--- config.mk ---
export PLATFORM = sky130hd
export DESIGN_NAME = addsub_arbiter_flat
export DESIGN_NICKNAME = d
export VERILOG_FILES = /design/src/rtl/addsub_arbiter_pkg.sv /design/src/rtl/addsub_arbiter_if.sv /design/src/rtl/addsub_arbiter_rr_arbiter.sv /design/src/rtl/addsub_arbiter.sv /design/src/flat_wrapper.sv
export SDC_FILE = /design/constraint.sdc
export NUM_CORES = 1
export LEC_CHECK = 0
export BUFFER_PORTS_ARGS = -buffer_cell sky130_fd_sc_hd__clkbuf_2
export CAP_MARGIN = 0
export CORE_MARGIN = 2
export CORE_UTILIZATION = 42
export DETAILED_ROUTE_END_ITERATION = 12
export HOLD_SLACK_MARGIN = 0.15
export PLACE_DENSITY_LB_ADDON = 0.2
export RECOVER_POWER = 25
export SLEW_MARGIN = 25
export SYNTH_ARGS = -nofsm -noshare
export SYNTH_HDL_FRONTEND = slang
export SYNTH_SLANG_ARGS = --single-unit
--- constraint.sdc ---
create_clock -name clk -period 6.8 [get_ports clk]
set_input_delay 1.02 -clock clk [delete_from_list [all_inputs] [get_ports clk]]
set_output_delay 1.02 -clock clk [all_outputs]
set_load 0.05 [all_outputs]
--- src/rtl/addsub_arbiter_pkg.sv ---
// addsub_pkg: shared types for the add/sub arbiter slice.
// Holds op codes, FSM states and the operand width.
package addsub_pkg;

   localparam int OPW = 4;

   typedef enum logic [1:0] {
      OP_ADD = 2'b00,
      OP_SUB = 2'b01
   } op_e;

   typedef enum logic [1:0] {
      S_IDLE = 2'b00,
      S_EXEC = 2'b01,
      S_DONE = 2'b10
   } state_e;

endpackage

--- src/rtl/addsub_arbiter_if.sv ---
// addsub_arbiter_if: request, response and shared-unit bus.
// slave = the arbiter block, master = requesters/consumer/unit.
interface addsub_arbiter_if
   import addsub_pkg::*;
#(
   parameter int NREQ = 4,
   parameter int IDW  = 2
);

   logic [NREQ-1:0]     req_valid;
   logic [NREQ-1:0]     req_ready;
   logic [OPW*NREQ-1:0] req_a;
   logic [OPW*NREQ-1:0] req_b;
   logic [2*NREQ-1:0]   req_op;

   logic                rsp_valid;
   logic                rsp_ready;
   logic [IDW-1:0]      rsp_id;
   logic [OPW-1:0]      rsp_res;

   logic [OPW-1:0]      unit_a;
   logic [OPW-1:0]      unit_b;
   logic [1:0]          unit_sign;
   logic [OPW-1:0]      unit_res;

   modport slave (
      input  req_valid, req_a, req_b, req_op,
      input  rsp_ready, unit_res,
      output req_ready, rsp_valid, rsp_id, rsp_res,
      output unit_a, unit_b, unit_sign
   );

   modport master (
      output req_valid, req_a, req_b, req_op,
      output rsp_ready, unit_res,
      input  req_ready, rsp_valid, rsp_id, rsp_res,
      input  unit_a, unit_b, unit_sign
   );

endinterface

--- src/rtl/addsub_arbiter_rr_arbiter.sv ---
// rr_arbiter: combinational round-robin picker.
// Ports: i_req, i_ptr, i_en in; o_gnt (one-hot), o_idx out.
module rr_arbiter #(
   parameter int NREQ = 4,
   parameter int IDW  = 2
) (
   input  logic [NREQ-1:0] i_req,
   input  logic [IDW-1:0]  i_ptr,
   input  logic            i_en,
   output logic [NREQ-1:0] o_gnt,
   output logic [IDW-1:0]  o_idx
);

   logic           w_found;
   logic [IDW-1:0] w_cand;

   // Scan ptr+1, ptr+2, ... wrapping at NREQ; first hit wins.
   always_comb begin
      o_gnt   = '0;
      o_idx   = '0;
      w_found = 1'b0;
      w_cand  = '0;
      for (int k = 1; k <= NREQ; k++) begin
         w_cand = IDW'((int'(i_ptr) + k) % NREQ);
         if (i_en && !w_found && i_req[w_cand]) begin
            w_found       = 1'b1;
            o_gnt[w_cand] = 1'b1;
            o_idx         = w_cand;
         end
      end
   end

endmodule

--- src/rtl/addsub_arbiter.sv ---
// addsub_arbiter: shares one add/sub unit among NREQ requesters.
// Ports: clk, rst_n, en in; busy out; bus = addsub_arbiter_if.slave.
module addsub_arbiter
   import addsub_pkg::*;
#(
   parameter int NREQ = 4,
   parameter int IDW  = 2
) (
   input  logic           clk,
   input  logic           rst_n,
   input  logic           en,
   output logic           busy,
   addsub_arbiter_if.slave bus
);

   state_e          r_state;
   state_e          w_next;
   logic [IDW-1:0]  r_ptr;
   logic [IDW-1:0]  r_id;
   logic [IDW-1:0]  w_idx;
   logic [NREQ-1:0] w_gnt;
   logic [OPW-1:0]  r_unit_a;
   logic [OPW-1:0]  r_unit_b;
   logic [1:0]      r_unit_sign;
   logic [OPW-1:0]  r_rsp_res;
   logic [OPW-1:0]  w_sel_a;
   logic [OPW-1:0]  w_sel_b;
   logic [1:0]      w_sel_op;
   logic            w_arb_en;
   logic            w_hs;

   // rst_n gates grants so req_ready stays low during reset.
   assign w_arb_en = rst_n & en & (r_state == S_IDLE);

   rr_arbiter #(
      .NREQ (NREQ),
      .IDW  (IDW)
   ) u_arb (
      .i_req (bus.req_valid),
      .i_ptr (r_ptr),
      .i_en  (w_arb_en),
      .o_gnt (w_gnt),
      .o_idx (w_idx)
   );

   assign w_hs = |(bus.req_valid & w_gnt);

   // One-hot grant drives an AND-OR operand mux.
   always_comb begin
      w_sel_a  = '0;
      w_sel_b  = '0;
      w_sel_op = '0;
      for (int i = 0; i < NREQ; i++) begin
         if (w_gnt[i]) begin
            w_sel_a  = bus.req_a[OPW*i +: OPW];
            w_sel_b  = bus.req_b[OPW*i +: OPW];
            w_sel_op = bus.req_op[2*i +: 2];
         end
      end
   end

   always_ff @(posedge clk or negedge rst_n) begin
      if (!rst_n) begin
         r_state <= S_IDLE;
      end else begin
         r_state <= w_next;
      end
   end

   always_comb begin
      w_next = r_state;
      unique case (r_state)
         S_IDLE: begin
            if (w_hs) begin
               w_next = S_EXEC;
            end
         end
         S_EXEC: begin
            w_next = S_DONE;
         end
         S_DONE: begin
            if (bus.rsp_ready) begin
               w_next = S_IDLE;
            end
         end
         default: begin
            w_next = S_IDLE;
         end
      endcase
   end

   always_ff @(posedge clk or negedge rst_n) begin
      if (!rst_n) begin
         r_ptr       <= IDW'(NREQ - 1);
         r_id        <= '0;
         r_unit_a    <= '0;
         r_unit_b    <= '0;
         r_unit_sign <= '0;
         r_rsp_res   <= '0;
      end else begin
         if ((r_state == S_IDLE) && w_hs) begin
            r_unit_a    <= w_sel_a;
            r_unit_b    <= w_sel_b;
            r_unit_sign <= w_sel_op;
            r_ptr       <= w_idx;
            r_id        <= w_idx;
         end
         if (r_state == S_EXEC) begin
            r_rsp_res <= bus.unit_res;
         end
      end
   end

   assign bus.req_ready = w_gnt;
   assign bus.rsp_valid = (r_state == S_DONE);
   assign bus.rsp_id    = r_id;
   assign bus.rsp_res   = r_rsp_res;
   assign bus.unit_a    = r_unit_a;
   assign bus.unit_b    = r_unit_b;
   assign bus.unit_sign = r_unit_sign;
   assign busy          = (r_state != S_IDLE);

endmodule

--- src/flat_wrapper.sv ---
// flat-port wrapper written by rule: the top's interface ports become plain ports
module addsub_arbiter_flat import addsub_pkg::*;
#(
   parameter int NREQ = 4,
   parameter int IDW  = 2
)
  (clk, rst_n, en, busy, bus_req_valid, bus_req_a, bus_req_b, bus_req_op, bus_rsp_ready, bus_unit_res, bus_req_ready, bus_rsp_valid, bus_rsp_id, bus_rsp_res, bus_unit_a, bus_unit_b, bus_unit_sign);
  addsub_arbiter_if #(.NREQ(NREQ), .IDW(IDW)) bus_i ();
  input  logic clk;
  input  logic rst_n;
  input  logic en;
  output logic busy;
  input wire logic [$bits(bus_i.req_valid)-1:0] bus_req_valid;
  input wire logic [$bits(bus_i.req_a)-1:0] bus_req_a;
  input wire logic [$bits(bus_i.req_b)-1:0] bus_req_b;
  input wire logic [$bits(bus_i.req_op)-1:0] bus_req_op;
  input wire logic [$bits(bus_i.rsp_ready)-1:0] bus_rsp_ready;
  input wire logic [$bits(bus_i.unit_res)-1:0] bus_unit_res;
  output wire logic [$bits(bus_i.req_ready)-1:0] bus_req_ready;
  output wire logic [$bits(bus_i.rsp_valid)-1:0] bus_rsp_valid;
  output wire logic [$bits(bus_i.rsp_id)-1:0] bus_rsp_id;
  output wire logic [$bits(bus_i.rsp_res)-1:0] bus_rsp_res;
  output wire logic [$bits(bus_i.unit_a)-1:0] bus_unit_a;
  output wire logic [$bits(bus_i.unit_b)-1:0] bus_unit_b;
  output wire logic [$bits(bus_i.unit_sign)-1:0] bus_unit_sign;
  assign bus_i.req_valid = bus_req_valid;
  assign bus_i.req_a = bus_req_a;
  assign bus_i.req_b = bus_req_b;
  assign bus_i.req_op = bus_req_op;
  assign bus_i.rsp_ready = bus_rsp_ready;
  assign bus_i.unit_res = bus_unit_res;
  assign bus_req_ready = bus_i.req_ready;
  assign bus_rsp_valid = bus_i.rsp_valid;
  assign bus_rsp_id = bus_i.rsp_id;
  assign bus_rsp_res = bus_i.rsp_res;
  assign bus_unit_a = bus_i.unit_a;
  assign bus_unit_b = bus_i.unit_b;
  assign bus_unit_sign = bus_i.unit_sign;
  addsub_arbiter #(.NREQ(NREQ), .IDW(IDW)) u_core (.clk(clk), .rst_n(rst_n), .en(en), .busy(busy), .bus(bus_i));
endmodule
==> results_dict.tcl <==
set metrics [dict create \
    status "complete, no violations" \
    fillers 466 \
    min_path_type "flop to flop" \
    rsz0062_at_grt "no" \
    tns_ns 0 \
    crit_required_ns 5.78 \
    clk_path_buf_depth 2 \
    area_growth_pct 19.9 \
    portBuffers 73 \
    die_w_um 73.6 \
    initial_core_util 0.434 \
    grt_use_met1 0.309 \
    cts-resized-gates 0 \
    cts_tree "done" \
    r2r_end "u_core.bus.rsp_id[0]" \
    clk_latency_ns 0.26 \
    fin_util 0.520 \
    cts_root_buffer "clkbuf_8" \
    hpwl_mm 3.95 \
    yosys_register_bits 20 \
    postCtsSetupBuffers 0 \
    num_vias 1875 \
    clk_pin_slew_worst_paths_ns 0.07 \
    synth_edf_count 0 \
    synth_fp_nets 270 \
    antenna_found_initial 0 \
    synth_area_leader_cell "dfrtp_1" \
    critPathKind "input port to output port" \
    io_pins 74 \
    endpoint_kind "output port" \
    ir_drop_v 0.000312 \
    slew_viol_final 0 \
    r2r_setup_slack_ns 2.31 \
    synth_area_leaders "dfrtp_1 (22%), a2111oi_2 (6.6%), a2bb2oi_1 (5.6%), mux2_2 (5.5%), mux4_2 (4.4%)" \
    wl_per_cell_um 16.1 \
    leakage_nw 1.14 \
    cts_hold_buf 0 \
    start_kind "input port" \
    grt_max_degree 23 \
    worstPathArrival_ns 4.17 \
    diodes 0 \
    final_common_cell "clkbuf_2" \
    async_flop_share 1.00 \
    skew_ns 0.00233 \
    core_area_um2 4690 \
    fin_ws_ns 1.61 \
    hold_path_end "u_core.bus.rsp_id[1]" \
    grt_pass1_wl_mm 8.26 \
    dieArea_um2 5420 \
    total_power_w 0.000979 \
    drv_cap 0 \
    cp_max_fo 22 \
    fmax_mhz 193 \
    ff2ff_path_depth 8 \
    gr-usage-met2 0.277 \
    ys.flop_type "dfrtp_1" \
    holdCritStartpoint "u_core.bus.rsp_id[1]" \
    min_path_cells 1 \
    r2r-start "u_core.r_ptr[0]" \
    synth_area_per_cell_um2 9.65 \
    grt_overflow 0 \
    hold_viol 0 \
    powerDensity_nw_per_um2 401 \
    ant_nets 0 \
    relSlewSlack 0.418 \
    busiest_layer "met1" \
    yosysTopAreaCellShare 0.221 \
    wl_mm 5.20 \
    cts_buffers 3 \
    die_y_um 73.6 \
    syn_inst 211 \
    gr-usage-met3 0.0178 \
    drt_iter0_markers 191 \
    place.gp.congestion 0.832 \
    dr.pass1.iters 4 \
    period_share 0.764 \
    drive_gt1_frac 0.435 \
    mostFrequentLayoutCells "clkbuf_2 (73), dfrtp_1 (18), inv_1 (15)" \
    setup_viol 0 \
    post-route-min-period_ns 5.19 \
    seq_area_frac_synth 0.247 \
    yosys_warnings 0 \
    vias_per_cell 5.80 \
    rows 25 \
    clock-sinks 20 \
    grt_usage 0.195 \
    nNetsFinal 329 \
    drcViolationCount 0 \
    h-tree-depth 1 \
    netlist_area_um2 2040 \
    tightest_slew_ns 0.867 \
    synth_cell_types 43 \
    place_ws_ns 1.59 \
    first_global_vias 1745 \
]
[synth_stat cells (3+ instances only)]
library cell	number
mux2_1	3
dfrtp_1	18
mux4_2	4
nor2_1	3
a2111oi_2	9
or2_2	3
inv_1	15
a21oi_1	5
a221oi_1	3
o311ai_1	10
clkbuf_1	11
buf_6	3
nand2b_1	3
mux2_2	10
buf_2	7
a2bb2oi_1	13
o21a_1	10
nand2_1	11
a21boi_0	10
nand3b_1	8
a31oi_1	10
ha_1	7
o21bai_1	10
[worst max path at each step]
stage | slack, ns | from | end | cells past startpoint
after CTS | 1.56 | rst_n | bus_req_ready[2] | 6
final | 1.61 | rst_n | bus_req_ready[2] | 6
after detailed placement | 1.59 | rst_n | bus_req_ready[2] | 6
after global placement | 1.65 | rst_n | bus_req_ready[2] | 6
after global routing | 1.24 | rst_n | bus_req_ready[2] | 6
after floorplan | 2.88 | u_core.r_ptr[0] | bus_req_ready[3] | 9
[worst max-delay path: stages]
cell and delay [ns]:
clkbuf_2 0.41, nand4bb_1 0.47, nor4_2 0.71, a2bb2oi_1 0.78, or2_1 0.42, clkbuf_2 0.35
[report_power, final]
group / leakage [nW] / switching, W / internal, W
combinational: 0.875 / 0.000430 / 0.000233
clock: 0.0288 / 0.0000370 / 0.0000515
sequential: 0.238 / 0.0000477 / 0.000181
total: 1.14 / 0.000514 / 0.000465
[sequential cells by signal (all words and copies together) (netlist names)]
name,count
u_core.bus.rsp_id,2
u_core.bus.rsp_res,4
u_core.bus.unit_a,4
u_core.bus.unit_b,4
u_core.bus.unit_sign,2
u_core.r_ptr,2
u_core.r_state,2
[layout make-up]
type,count,area [um^2],share of cell area
well taps,54,67.6,0.0277
repair buffers,76,388,0.159
clock buffers,4,55.1,0.0226
inverters,15,56.3,0.0231
multi-input cells,154,1370,0.562
flip-flops and latches,20,503,0.206
[metal layers]
metal	share of wire	vias up
met5	0	-
met2	0.44	55
li1	-	932
met1	0.50	881
met3	0.041	7
met4	0.015	0
[logic make-up after synthesis]
logic type	Yosys count	synth area share
AOI/OAI and AO/OA	93	0.388
buffers and inverters	37	0.0842
and+or+nand+nor	36	0.116
DFF	20	0.247
muxes	18	0.121
adders and majority gates	7	0.0430
[stage by stage]
step | hold WS (ns) | instance area [um^2] | std cells
3_5_place_dp | 0.487 | 2390 | 319
4_1_cts | 0.503 | 2440 | 323
5_1_grt | 0.516 | 2440 | 323
2_1_floorplan | 0.554 | 2040 | 211
3_3_place_gp | 0.479 | 2390 | 319
6_report | 0.496 | 2440 | 323
Note: power is estimated with default switching activity, not from simulation.
